==> src/rtl/pe_feeder.sv <==
// Sequencer for one dot-product PE: buffers column B[*,j], issues row jobs,
// streams the column beat by beat and returns the PE result on a valid/ready port.
module pe_feeder #(
  parameter int P           = 8,
  parameter int DATA_WIDTH  = 16,
  parameter int ACCUM_WIDTH = 2*DATA_WIDTH,
  parameter int TIMEOUT     = P+8,
  localparam int AW         = (P > 1) ? $clog2(P) : 1,
  localparam int WW         = $clog2(TIMEOUT+1)
) (
  input  logic                    clk,
  input  logic                    rst_n,
  input  logic                    col_wr_en,
  input  logic [AW-1:0]           col_wr_addr,
  input  logic [DATA_WIDTH-1:0]   col_wr_data,
  output logic                    col_wr_ready,
  input  logic                    job_valid,
  output logic                    job_ready,
  input  logic [P*DATA_WIDTH-1:0] job_row,
  output logic                    pe_load_row,
  output logic                    pe_start,
  output logic [P*DATA_WIDTH-1:0] pe_row,
  output logic [DATA_WIDTH-1:0]   pe_col_entry,
  input  logic                    pe_done,
  input  logic                    pe_err,
  input  logic [ACCUM_WIDTH-1:0]  pe_total,
  output logic                    res_valid,
  input  logic                    res_ready,
  output logic [ACCUM_WIDTH-1:0]  res_total,
  output logic                    res_err,
  output logic                    res_timeout
);

  typedef enum logic [2:0] {S_IDLE, S_ISSUE, S_STREAM, S_WAIT, S_OUT} state_t;

  state_t                  state_reg, state_next;
  logic [AW-1:0]           beat_reg;
  logic [WW-1:0]           wait_reg;
  logic                    err_reg;
  logic [DATA_WIDTH-1:0]   colbuf_reg [P];
  logic [P*DATA_WIDTH-1:0] row_reg;
  logic [ACCUM_WIDTH-1:0]  total_reg;
  logic                    res_err_reg;
  logic                    timeout_reg;
  logic                    last_beat;
  logic                    wait_expired;

  assign last_beat    = (beat_reg == AW'(P-1));
  assign wait_expired = (wait_reg == WW'(TIMEOUT-1));

  assign job_ready    = (state_reg == S_IDLE);
  assign col_wr_ready = (state_reg == S_IDLE) || (state_reg == S_OUT);
  assign pe_load_row  = (state_reg == S_ISSUE);
  assign pe_start     = (state_reg == S_ISSUE);
  assign res_valid    = (state_reg == S_OUT);
  assign pe_row       = row_reg;
  assign res_total    = total_reg;
  assign res_err      = res_err_reg;
  assign res_timeout  = timeout_reg;

  always_ff @(posedge clk) begin
    if (!rst_n) state_reg <= S_IDLE;
    else        state_reg <= state_next;
  end

  always_comb begin
    state_next   = state_reg;
    pe_col_entry = '0;
    case (state_reg)
      S_IDLE:   if (job_valid) state_next = S_ISSUE;
      S_ISSUE:  state_next = S_STREAM;
      S_STREAM: begin
        pe_col_entry = colbuf_reg[beat_reg];
        if (last_beat) state_next = S_WAIT;
      end
      S_WAIT: begin
        // Hold the final beat on the bus while the PE finishes.
        pe_col_entry = colbuf_reg[P-1];
        if (pe_done || wait_expired) state_next = S_OUT;
      end
      S_OUT:    if (res_ready) state_next = S_IDLE;
      default:  state_next = S_IDLE;
    endcase
  end

  // Column buffer is only writable while no job is using it.
  always_ff @(posedge clk) begin
    if (!rst_n) begin
      for (int k = 0; k < P; k++) colbuf_reg[k] <= '0;
    end else if (col_wr_en && col_wr_ready) begin
      colbuf_reg[col_wr_addr] <= col_wr_data;
    end
  end

  always_ff @(posedge clk) begin
    if (!rst_n) begin
      row_reg     <= '0;
      beat_reg    <= '0;
      wait_reg    <= '0;
      err_reg     <= 1'b0;
      total_reg   <= '0;
      res_err_reg <= 1'b0;
      timeout_reg <= 1'b0;
    end else begin
      case (state_reg)
        S_IDLE: if (job_valid) row_reg <= job_row;
        S_ISSUE: begin
          beat_reg <= '0;
          wait_reg <= '0;
          err_reg  <= 1'b0;
        end
        S_STREAM: begin
          beat_reg <= beat_reg + 1'b1;
          wait_reg <= '0;
          if (pe_err) err_reg <= 1'b1;
        end
        S_WAIT: begin
          wait_reg <= wait_reg + 1'b1;
          if (pe_err) err_reg <= 1'b1;
          // A done arriving on the last allowed cycle still counts as success.
          if (pe_done || wait_expired) begin
            total_reg   <= pe_done ? pe_total : '0;
            res_err_reg <= err_reg | pe_err;
            timeout_reg <= ~pe_done;
          end
        end
        S_OUT: if (res_ready) begin
          total_reg   <= '0;
          res_err_reg <= 1'b0;
          timeout_reg <= 1'b0;
        end
        default: ;
      endcase
    end
  end

endmodule

==> config.mk <==
export PLATFORM = sky130hd
export DESIGN_NAME = pe_feeder
export DESIGN_NICKNAME = d
export VERILOG_FILES = /design/src/rtl/pe_feeder.sv
export SDC_FILE = /design/constraint.sdc
export NUM_CORES = 1
export LEC_CHECK = 0
export BUFFER_PORTS_ARGS = -buffer_cell sky130_fd_sc_hd__buf_2
export CAP_MARGIN = 20
export CORE_ASPECT_RATIO = 0.75
export CORE_MARGIN = 2
export CORE_UTILIZATION = 53
export CTS_BUF_LIST = sky130_fd_sc_hd__clkbuf_4 sky130_fd_sc_hd__clkbuf_8
export DETAILED_ROUTE_END_ITERATION = 12
export PLACE_DENSITY = 0.93
export SETUP_SLACK_MARGIN = 0.1
export SLEW_MARGIN = 20
export SYNTH_ARGS = -nofsm -noshare
export SYNTH_HDL_FRONTEND = slang
export SYNTH_SLANG_ARGS = --single-unit
==> constraint.sdc <==
create_clock -name clk -period 3.4 [get_ports clk]
set_clock_uncertainty 0.05 [all_clocks]
set_input_delay 0.34 -clock clk [delete_from_list [all_inputs] [get_ports clk]]
set_output_delay 0.34 -clock clk [all_outputs]
set_load 0.01 [all_outputs]
### After elaboration in Yosys (flattened, before gate mapping)

Memory sizes are Yosys's and may differ from the RTL's. A register that Yosys moved wholly into a read port is not among the register bits.
Cells that the tools add are included.

| word-level totals | value |
|---|---|
| latch bits | 0 |
| RAM bits | 128 |
| ROM bits | 0 |
| input port bits | 186 |
| memories kept | 1 |
| output and inout bits | 183 |
| word-level logic and storage cells | 67 |
| bits in registers | 174 |

| cells by class | value |
|---|---|
| shift-type cells | 0 |
| reduce and logical (&&, ||, !) cells | 15 |
| equality and inequality tests | 11 |
| $mul | 0 |
| multiplexer cells | 28 |
| bitwise operators | 2 |
| div/mod/pow operators | 0 |
| order comparisons | 0 |
| add/subtract/negate cells | 2 |

Memory list:

| memory | words | width | read ports | clocked after memory_dff | write ports | RTL line | text |
|---|---|---|---|---|---|---|---|
| colbuf_reg | 8 | 16 | 2 | 1 | 8 | 40 | `logic [DATA_WIDTH-1:0] colbuf_reg [P];` |

Operators with widths:

| operator | number |
|---|---|
| 32-bit 2-to-1 mux | 3 |
| 32-bit case mux with 2 select lines | 1 |
| 16-bit case mux with 2 select lines | 1 |
| 3-bit 2-to-1 mux | 7 |
| 16-bit 2-to-1 mux | 1 |
| 16-bit OR reduction | 1 |
| 3-bit case mux with 5 select lines | 1 |
| 5-bit case mux with 2 select lines | 1 |
| 1-bit 2-to-1 mux | 9 |
| 2-bit nonzero test | 4 |
| 3-bit by 2-bit == test with 1-bit output, second input constant | 2 |
| 3-bit == test, second input constant | 2 |
| 2-bit != test, second input constant | 3 |
| 1-bit case mux with 2 select lines | 3 |
| 3-bit case mux with 2 select lines | 1 |
| 5-bit by 1-bit adder with 5-bit output, second input constant | 1 |
| 5-bit by 4-bit == test with 1-bit output, second input constant | 1 |
| 2-bit by 1-bit != test with 1-bit output, second input constant | 2 |
| 2-bit AND reduction | 2 |
| 4-bit AND reduction | 1 |
| 2-bit OR reduction | 2 |
| 3-bit by 1-bit adder with 3-bit output, second input constant | 1 |
| 3-bit by 1-bit == test with 1-bit output, second input constant | 1 |
| 3-bit logical NOT | 1 |
| other kinds (5) | 6 |

### Depth between registers and ports, before layout

Gate-level depths: netlist of the first run.

| depth | value |
|---|---|
| word-level depth | 8 |
| depth in mapped cells | 9 |
| depth with buffers taken out | 7 |

### Least setup slack after synthesis of the first run

OpenSTA, ideal clock, no wires.

| timing path | value |
|---|---|
| path type | flip-flop to flip-flop |
| start | register state_reg[0] |
| end | memory colbuf_reg[2][0], enable pin |
| setup time | 0.411 ns |
| stages on the path, launching flop included | 4 |
| setup slack | 0.948 ns |
| data arrival time | 1.991 ns |
| period minus slack after synthesis | 2.452 ns |
| buffers on the path | 0 |
| cells stage by stage | dfxtp_1 > nor2_4 > nand4b_4 > o21ai_0 |

RTL lines:

| element | RTL line | text |
|---|---|---|
| start, declared | 36 | `state_t state_reg, state_next;` |
| start signal, assigned | 63 | `else state_reg <= state_next;` |
| end, declared | 40 |  |

### Final worst setup path of the first run

| timing path | value |
|---|---|
| start | register state_reg[1] |
| end | output pe_col_entry[10] |

| between the ends | value |
|---|---|
| longest elaborated chain between the ends | 2 |

Ends and longest elaborated chain:

| element | RTL line | text |
|---|---|---|
| 3-bit by 2-bit == test with 1-bit output | 69 | `case (state_reg)` |
| 16-bit case mux with 2 select lines * | 69 |  |
| end, declared | 23 | `output logic [DATA_WIDTH-1:0] pe_col_entry,` |

Every way passes the cells marked *; elsewhere a longest branch is shown, timed or not.

==> impl_metrics.py, run 1 <==
metrics = {
    "yosys": {
        "synth-seq-area-share_pct": 59.5,
        "yosysWarningCount": 0,
        "avgSynthCellArea_sq_um": 10.3,
        "syn_area_sq_mm": 0.0124,
        "ys_async_sr_fraction_pct": 0,
        "syn-num-nets": 1394,
        "ys.flop_type": "dfxtp_1",
        "ys_seq_elements": 305,
        "synth_cell_types": 45,
        "synth_edf_count": 128,
        "syn_inst": 1204,
    },
    "worst_hold_path": {
        "min_to": "res_total[23]$_SDFFE_PN0P_",
        "hold_class": "in -> reg",
        "min_from": "pe_total[23]",
        "hold_path_depth": 3,
    },
    "grt": {
        "grt_max_degree": 129,
        "overflow": 0,
        "grt_usage_pct": 34.8,
        "antenna_found_initial": 9,
        "grt_pass1_vias": 12000,
        "grt_pass1_wl_mm": 66.1,
    },
    "placement": {
        "routabilityCongestion": 0.834,
        "place_ws_ps": 804,
        "dp_hpwl_mm": 24.8,
        "place.port_buffers": 368,
        "place_area_sq_mm": 0.0144,
    },
    "detailed_routing": {
        "avgViaCountPerCell": 5.93,
        "drtIter0Drc": 1194,
        "drt_wl_total_mm": 44.7,
        "drt_pass1_iterations": 8,
        "wl_per_cell_um": 22.0,
        "ant_nets": 0,
        "drc_errors": 0,
        "vias": 12000,
    },
    "pwr": {
        "powerDensity_mw_per_mm2": 505,
        "cellLeakagePower_uw": 0.00719,
        "vdd_ir_drop_max_mv": 0.351,
    },
    "floorplanning": {
        "rows": 48,
        "die_w_um": 181,
        "coreArea_sq_mm": 0.0230,
        "io_pins": 369,
        "dieArea_sq_mm": 0.0247,
        "die-height_um": 137,
        "initial_core_util_pct": 53.9,
    },
    "worst_setup_path": {
        "crit_fanout": 53,
        "cpPeakStageDelay_ps": 1020,
        "r2r-end": "pe_row[88]$_SDFFE_PN0P_",
        "critPathRequiredTime_ps": 3010,
        "worst_r2r_path_depth": 5,
        "start_kind": "flop",
        "crit_slowest_cell": "and3b_2",
        "r2r_slack_ps": 610,
        "cp.arrival_ps": 2750,
        "critical_path_class": "reg -> out",
        "crit_family": "simple AND/OR/NAND/NOR gates",
        "critical_path.cell_chain": "and3b_2 -> nand2_1 -> o31ai_1 -> buf_2",
        "cp-end-kind": "output port",
        "reg2reg_from": "state_reg[1]$_SDFFE_PN0P_",
        "path_buf_inv": 1,
    },
    "timing": {
        "min_period_ps": 3140,
        "setup_slack_ps": 257,
        "finalSetupViolations": 0,
        "final_max_slew_viol_count": 0,
        "rsz0062_at_grt": "no",
        "finalHoldViolations": 0,
        "worst_pin_slew_ps": 1110,
        "maxSlewHeadroom_pct": 25.9,
        "fin_crit_sh_pct": 92.4,
        "fmax_ghz": 0.318,
        "setup_tns_ps": 0,
    },
    "cells_and_area": {
        "nFillCells": 1397,
        "seqCellArea_sq_mm": 0.00739,
        "nets": 1874,
        "syn2layout_area_growth_pct": 35.1,
        "postLayoutCellArea_sq_mm": 0.0168,
        "fin_util_pct": 72.9,
        "multi_input_area_sq_mm": 0.00459,
        "drive_above_1_share_pct": 31.9,
    },
    "clock_tree": {
        "clockBufferDepth": 3,
        "clock_sinks": 305,
        "root_buffer": "clkbuf_8",
        "clk-insertion-delay-late_ps": 570,
        "cts_buffers": 47,
        "path_clk_slew_ps": 60,
        "cts_tree": "yes",
        "htree_levels": 2,
    },
    "status": {
        "outcome": "completed",
    },
    "flow_run": {
        "cap_violations": 0,
    },
}
-- cell families (layout without fill, tap and decap cells) --
family	count (synthesis)	after routing	share of synthesized area [%]
buf+inv	94	610	3.60
simple gates	534	534	20.6
mux	51	51	6.07
compound gates	216	216	9.74
fa+ha+maj	4	4	0.403
other cells	0	8	0
flops	305	305	59.5
-- tightest hold or removal path: stages --
cell,delay (ps)
buf_2,100
nand4_1,70
a21oi_1,60
-- worst max path at each step --
| stage | depth (start not counted) | end | slack (ps) | from |
|---|---|---|---|---|
| floorplan | 3 | colbuf_reg[2][0]$_SDFFCE_PN0P_ | 950 | state_reg[0]$_SDFFE_PN0P_ |
| global placement | 4 | res_total[2]$_SDFFE_PN0P_ | 880 | state_reg[2]$_SDFFE_PN0P_ |
| detailed placement | 4 | res_total[3]$_SDFFE_PN0P_ | 800 | state_reg[2]$_SDFFE_PN0P_ |
| CTS | 5 | pe_col_entry[10] | 320 | flop |
| global route | 5 | pe_col_entry[10] | 160 | flop |
| finish | 4 | pe_col_entry[10] | 260 | state_reg[1]$_SDFFE_PN0P_ |
-- area by class of cell --
type                    count  area share (%)
multi-input cells         805            27.4
clock buffers              76            5.53
flip-flops and latches    305            44.1
inverters                   4           0.104
repair buffers            521            20.1
diodes                      8           0.119
clock inverters             9           0.455
well taps                 300            2.24
-- Yosys cell counts, drive strengths merged (8+ instances only) --
| cell | n | share of area [%] |
|---|---|---|
| edfxtp | 128 | 31 |
| nor2 | 25 | 0.88 |
| nand4 | 33 | 1.8 |
| clkbuf | 39 | 1.2 |
| and2 | 130 | 6.6 |
| o22ai | 16 | 0.81 |
| nand2 | 311 | 9.4 |
| mux4 | 16 | 2.9 |
| a21oi | 166 | 6.8 |
| dfxtp | 177 | 29 |
| o21ai | 8 | 0.32 |
| nor2b | 15 | 0.76 |
| buf | 51 | 2.3 |
| o31ai | 16 | 0.97 |
| mux2 | 34 | 3.1 |
-- metal layers --
| metal | wire length [um] | vias up | global-route usage (%) |
|---|---|---|---|
| met5 | 102 | - | 3.00 |
| met4 | 3260 | 6 | 23.0 |
| met3 | 5400 | 312 | 11.6 |
| met2 | 21100 | 1049 | 56.6 |
| met1 | 14800 | 5561 | 39.5 |
| li1 | - | 5105 | - |
-- what timing repair did --
item,4_1_cts,5_1_grt
hold buffers,129,0
setup endpoints to repair,0,0
setup buffers,0,0
resized for setup,0,0
endpoints found under the hold margin,129,0
-- power by group --
part	total (uW)	internal, uW	switching (uW)
logic	1070	442	623
clock network	3300	1810	1490
registers	4110	3990	116
total	8470	6240	2230
-- layout by cell type (no fill, tap or decap), types with 19 or more instances in the layout --
cell type	count
nor2_1	21
clkbuf_4	19
mux2_2	34
clkbuf_8	57
edfxtp_1	128
nand4_1	32
a21oi_1	162
nand2_1	309
buf_2	368
and2_1	129
dlygate4sd3_1	129
dfxtp_1	176
buf_4	19
-- stage by stage --
| stage | power, uW | hold WS (ps) | std cells |
|---|---|---|---|
| 2_1_floorplan | 4620 | 404 | 1204 |
| 3_3_place_gp | 4990 | 386 | 1805 |
| 3_5_place_dp | 5030 | 391 | 1805 |
| 4_1_cts | 8340 | 0.150 | 2019 |
| 5_1_grt | 8700 | 15.0 | 2026 |
| 6_report | 8470 | 22.9 | 2028 |
No activity file was read; power rests on OpenSTA's default activity.
==> run 2, diff against run 1 <==
- CELL_PAD_IN_SITES_DETAIL_PLACEMENT: unset -> 1
- CELL_PAD_IN_SITES_GLOBAL_PLACEMENT: unset -> 2
- CORE_UTILIZATION: 53 -> 33
- PLACE_DENSITY: 0.93 -> 0.94
==> impl_metrics.py, run 2 (synthesis results as in run 1) <==
metrics = {
    "status": {
        "outcome": "completed",
    },
    "worst_setup_path": {
        "cp.arrival_ps": 2580,
        "critical_path.cell_chain": "nor2_1 -> nand2_1 -> o31ai_1 -> buf_2",
        "start_kind": "flop",
        "critical_path_class": "reg -> out",
        "crit_slowest_cell": "o31ai_1",
        "crit_fanout": 16,
        "cp-end-kind": "output port",
        "path_buf_inv": 1,
        "cpPeakStageDelay_ps": 510,
        "crit_family": "simple AND/OR/NAND/NOR gates",
        "critPathRequiredTime_ps": 3010,
    },
    "clock_tree": {
        "htree_levels": 2,
        "cts_resized": 0,
        "cts_tree": "yes",
        "clock_sinks": 305,
        "cts_buffers": 51,
        "root_buffer": "clkbuf_8",
        "clockBufferDepth": 3,
        "clk-insertion-delay-late_ps": 580,
        "path_clk_slew_ps": 60,
    },
    "detailed_routing": {
        "vias": 11300,
        "ant_nets": 0,
        "drt_pass1_iterations": 4,
        "wl_per_cell_um": 20.7,
        "drtIter0Drc": 717,
        "drt_wl_total_mm": 47.0,
        "drc_errors": 0,
        "avgViaCountPerCell": 4.98,
    },
    "timing": {
        "maxSlewHeadroom_pct": 43.4,
        "final_max_slew_viol_count": 0,
        "finalSetupViolations": 0,
        "fin_crit_sh_pct": 87.3,
        "setup_tns_ps": 0,
        "worst_pin_slew_ps": 849,
        "rsz0062_at_grt": "no",
        "fmax_ghz": 0.337,
        "min_period_ps": 2970,
        "finalHoldViolations": 0,
    },
    "cells_and_area": {
        "final_cell_count_no_fill": 2273,
        "syn2layout_area_growth_pct": 40.3,
        "fin_util_pct": 46.9,
        "nets": 1907,
        "final_cell_mix": "368 x buf_2, 310 x nand2_1, 176 x dfxtp_1, 162 x a21oi_1, 158 x dlygate4sd3_1",
        "layout_commonest_cell": "buf_2",
        "drive_above_1_share_pct": 31.4,
        "postLayoutCellArea_sq_mm": 0.0174,
    },
    "grt": {
        "overflow": 0,
        "grt_usage_pct": 22.9,
        "grt_max_degree": 99,
        "grt_pass1_wl_mm": 69.9,
        "antenna_found_initial": 11,
        "grt_pass1_vias": 12000,
    },
    "placement": {
        "dp_hpwl_mm": 29.0,
        "place.port_buffers": 368,
        "dp_cells": 2010,
        "place_area_sq_mm": 0.0147,
        "routabilityCongestion": 0.878,
    },
    "floorplanning": {
        "rows": 61,
        "coreArea_sq_mm": 0.0371,
        "die-height_um": 172,
        "dieArea_sq_mm": 0.0392,
        "die_w_um": 228,
        "io_pins": 369,
        "initial_core_util_pct": 33.4,
    },
    "pwr": {
        "cellLeakagePower_uw": 0.00736,
        "powerDensity_mw_per_mm2": 500,
        "vdd_ir_drop_max_mv": 0.271,
    },
    "flow_run": {
        "cap_violations": 0,
    },
    "worst_hold_path": {
        "hold_class": "in -> reg",
    },
}
run 2: changes by cell type in the layout (fill, tap and decap cells not counted):
cell and change:
buf_12 -1, buf_8 +1, clkbuf_4 +5, clkbuf_8 +6, clkinv_1 +4, clkinv_2 -5
clkinvlp_4 -1, diode_2 +3, dlygate4sd3_1 +29, inv_4 +1, inv_6 -1, nand2_1 +1
nand2_2 -1
run 2: cell type report:
| type | instances | area [sq um] |
|---|---|---|
| clock buffer | 87 | 1050 |
| multi-input combinational | 805 | 4580 |
| antenna | 11 | 27.5 |
| tap | 504 | 631 |
| fill | 4230 | 19700 |
| clock inverter | 7 | 56.3 |
| timing repair buffer | 550 | 3660 |
| sequential | 305 | 7390 |
| inverter | 4 | 17.5 |
run 2: report_power, final:
| group | switching [uW] | internal [uW] | leakage (uW) |
|---|---|---|---|
| sequential | 93.1 | 3990 | 0.00278 |
| combinational | 625 | 461 | 0.00398 |
| clock | 1530 | 2000 | 0.000592 |
| total | 2250 | 6460 | 0.00736 |
run 2: routing by layer:
layer	track usage, %	wire length [um]	vias to the layer above
met5	0	0	-
met4	10.2	1960	0
met3	6.38	3520	130
met2	40.0	23400	441
met1	26.6	18200	5557
li1	-	-	5187
run 2: tightest hold or removal path: stages:
cell and delay (ps):
buf_2 110, nand4_1 90, a21oi_1 70
run 2: path summary, 6_finish.rpt:
path,start,end,slack [ps],depth (start not counted)
min,pe_total[0],res_total[0]$_SDFFE_PN0P_,60,3
max,state_reg[2]$_SDFFE_PN0P_,pe_col_entry[3],430,4
min reg2reg,pe_row[60]$_SDFFE_PN0P_,pe_row[60]$_SDFFE_PN0P_,400,2
max reg2reg,state_reg[0]$_SDFFE_PN0P_,colbuf_reg[0][11]$_SDFFCE_PN0P_,950,5
run 2: what timing repair did:
action / 4_1_cts / 5_1_grt
endpoints found under the hold margin: 158 / 0
buffers inserted: 0 / 0
hold buffers: 158 / 0
setup endpoints to repair: 0 / 0
run 2: per-stage QoR:
step                      power (uW)  setup slack (ps)  hold slack [ps]
after floorplan                 4620               948              404
after global placement          5020              1080              385
after detailed placement        5060               963              394
after CTS                       8740               319             7.74
after global routing            9050               285             28.9
final                           8700               432             61.0
==> run 3, diff against run 2 <==
- REMOVE_ABC_BUFFERS: unset -> 1
==> impl_metrics.py, run 3 (synthesis results as in run 1) <==
metrics = {
    "status": {
        "outcome": "completed",
    },
    "worst_setup_path": {
        "r2r_slack_ps": 880,
        "start_kind": "flop",
        "crit_fanout": 16,
        "cpPeakStageDelay_ps": 580,
        "crit_slowest_cell": "nand2_1",
        "critical_path.cell_chain": "nor2_1 -> nand2_1 -> o31ai_1 -> buf_2",
        "cp.arrival_ps": 2690,
        "critical_path_class": "reg -> out",
        "cp-end-kind": "output port",
        "critPathRequiredTime_ps": 3010,
    },
    "placement": {
        "place_ws_ps": 905,
        "dp_cells": 2014,
        "routabilityCongestion": 0.809,
        "place.port_buffers": 368,
        "dp_hpwl_mm": 28.8,
    },
    "timing": {
        "holdWs_ps": 53.3,
        "worst_pin_slew_ps": 1050,
        "rsz0062_at_grt": "no",
        "fmax_ghz": 0.325,
        "min_period_ps": 3080,
        "setup_slack_ps": 320,
        "setup_tns_ps": 0,
        "finalHoldViolations": 0,
        "maxSlewHeadroom_pct": 29.6,
        "final_max_slew_viol_count": 0,
        "fin_crit_sh_pct": 90.6,
        "finalSetupViolations": 0,
    },
    "clock_tree": {
        "cts_resized": 0,
        "clock_sinks": 305,
        "cts_buffers": 49,
        "path_clk_slew_ps": 60,
        "htree_levels": 2,
        "clk-insertion-delay-late_ps": 600,
        "root_buffer": "clkbuf_8",
        "clockBufferDepth": 3,
        "cts_tree": "yes",
    },
    "detailed_routing": {
        "vias": 11400,
        "drtIter0Drc": 690,
        "drt_wl_total_mm": 48.2,
        "wl_per_cell_um": 21.2,
        "drt_pass1_iterations": 5,
        "drc_errors": 0,
        "avgViaCountPerCell": 5.02,
        "ant_nets": 0,
    },
    "grt": {
        "grt_pass1_vias": 12700,
        "overflow": 0,
        "grt_max_degree": 80,
        "grt_usage_pct": 23.7,
        "grt_pass1_wl_mm": 72.1,
        "antenna_found_initial": 2,
    },
    "worst_hold_path": {
        "hold_class": "in -> reg",
    },
    "floorplanning": {
        "dieArea_sq_mm": 0.0392,
        "io_pins": 369,
        "die-height_um": 172,
        "initial_core_util_pct": 33.4,
        "coreArea_sq_mm": 0.0371,
        "rows": 61,
        "die_w_um": 228,
    },
    "pwr": {
        "powerDensity_mw_per_mm2": 492,
        "cellLeakagePower_uw": 0.00732,
        "vdd_ir_drop_max_mv": 0.371,
    },
    "cells_and_area": {
        "fin_util_pct": 46.7,
        "nets": 1910,
        "final_cell_mix": "368 x buf_2, 310 x nand2_1, 176 x dfxtp_1, 162 x a21oi_1, 159 x dlygate4sd3_1",
        "final_cell_count_no_fill": 2269,
        "syn2layout_area_growth_pct": 39.7,
        "drive_above_1_share_pct": 31.3,
        "layout_commonest_cell": "buf_2",
    },
    "flow_run": {
        "cap_violations": 0,
    },
}
[run 3: changes by cell type in the layout (fill, tap and decap cells not counted), sizes merged]
| cell | previous run | this run |
|---|---|---|
| clkbuf | 87 | 75 |
| clkinv | 5 | 13 |
| diode | 11 | 6 |
| buf | 392 | 396 |
| clkinvlp | 0 | 1 |
| dlygate4sd3 | 158 | 159 |
| inv | 5 | 4 |
[run 3: path summary, 6_finish.rpt]
kind | cells after the start | to | startpoint
worst min register to register | 2 | pe_row[24]$_SDFFE_PN0P_ | pe_row[24]$_SDFFE_PN0P_
worst min-delay path | 3 | pe_row[7]$_SDFFE_PN0P_ | job_row[7]
worst max-delay path | 4 | pe_col_entry[5] | state_reg[2]$_SDFFE_PN0P_
worst max register to register | 5 | colbuf_reg[1][11]$_SDFFCE_PN0P_ | state_reg[0]$_SDFFE_PN0P_
[run 3: stage by stage]
stage | cell area (sq um) | total power [uW]
2_1_floorplan | 12000 | 4590
3_3_place_gp | 14700 | 5020
3_5_place_dp | 14700 | 5060
4_1_cts | 17300 | 8540
5_1_grt | 17300 | 8860
6_report | 17300 | 8520
[run 3: repair_timing]
| action | 4_1_cts | 5_1_grt |
|---|---|---|
| setup buffers | 0 | 0 |
| hold buffers | 159 | 0 |
| hold endpoints to repair | 159 | 0 |
[run 3: final cells by class]
class,instances,area (sq um)
fillers,4258,19800
flip-flops and latches,305,7390
multi-input cells,805,4580
repair buffers,555,3680
clock buffers,75,901
well taps,504,631
clock inverters,15,118
inverters,4,20.0
diodes,6,15.0
[run 3: critical path: cells and delay by family, from the launching register on]
family                 cells  cell delay [ps]
AO/OA/AOI/OAI              1              540
flip-flops                 1              450
buffers and inverters      1              210
AND/OR/NAND/NOR            2              920
[run 3: power by group]
part,internal [uW],switching (uW),total (uW)
logic,461,628,1090
clock network,1780,1570,3340
registers,3990,100,4090
[run 3: metal layers]
layer	wire (um)	global-route usage, %	up-vias	share of wire, %
met2	24000	41.2	503	50
li1	-	-	5179	-
met1	18600	27.4	5585	39
met4	1940	11.0	0	4.0
met5	0	0	-	0
met3	3620	6.65	128	7.5
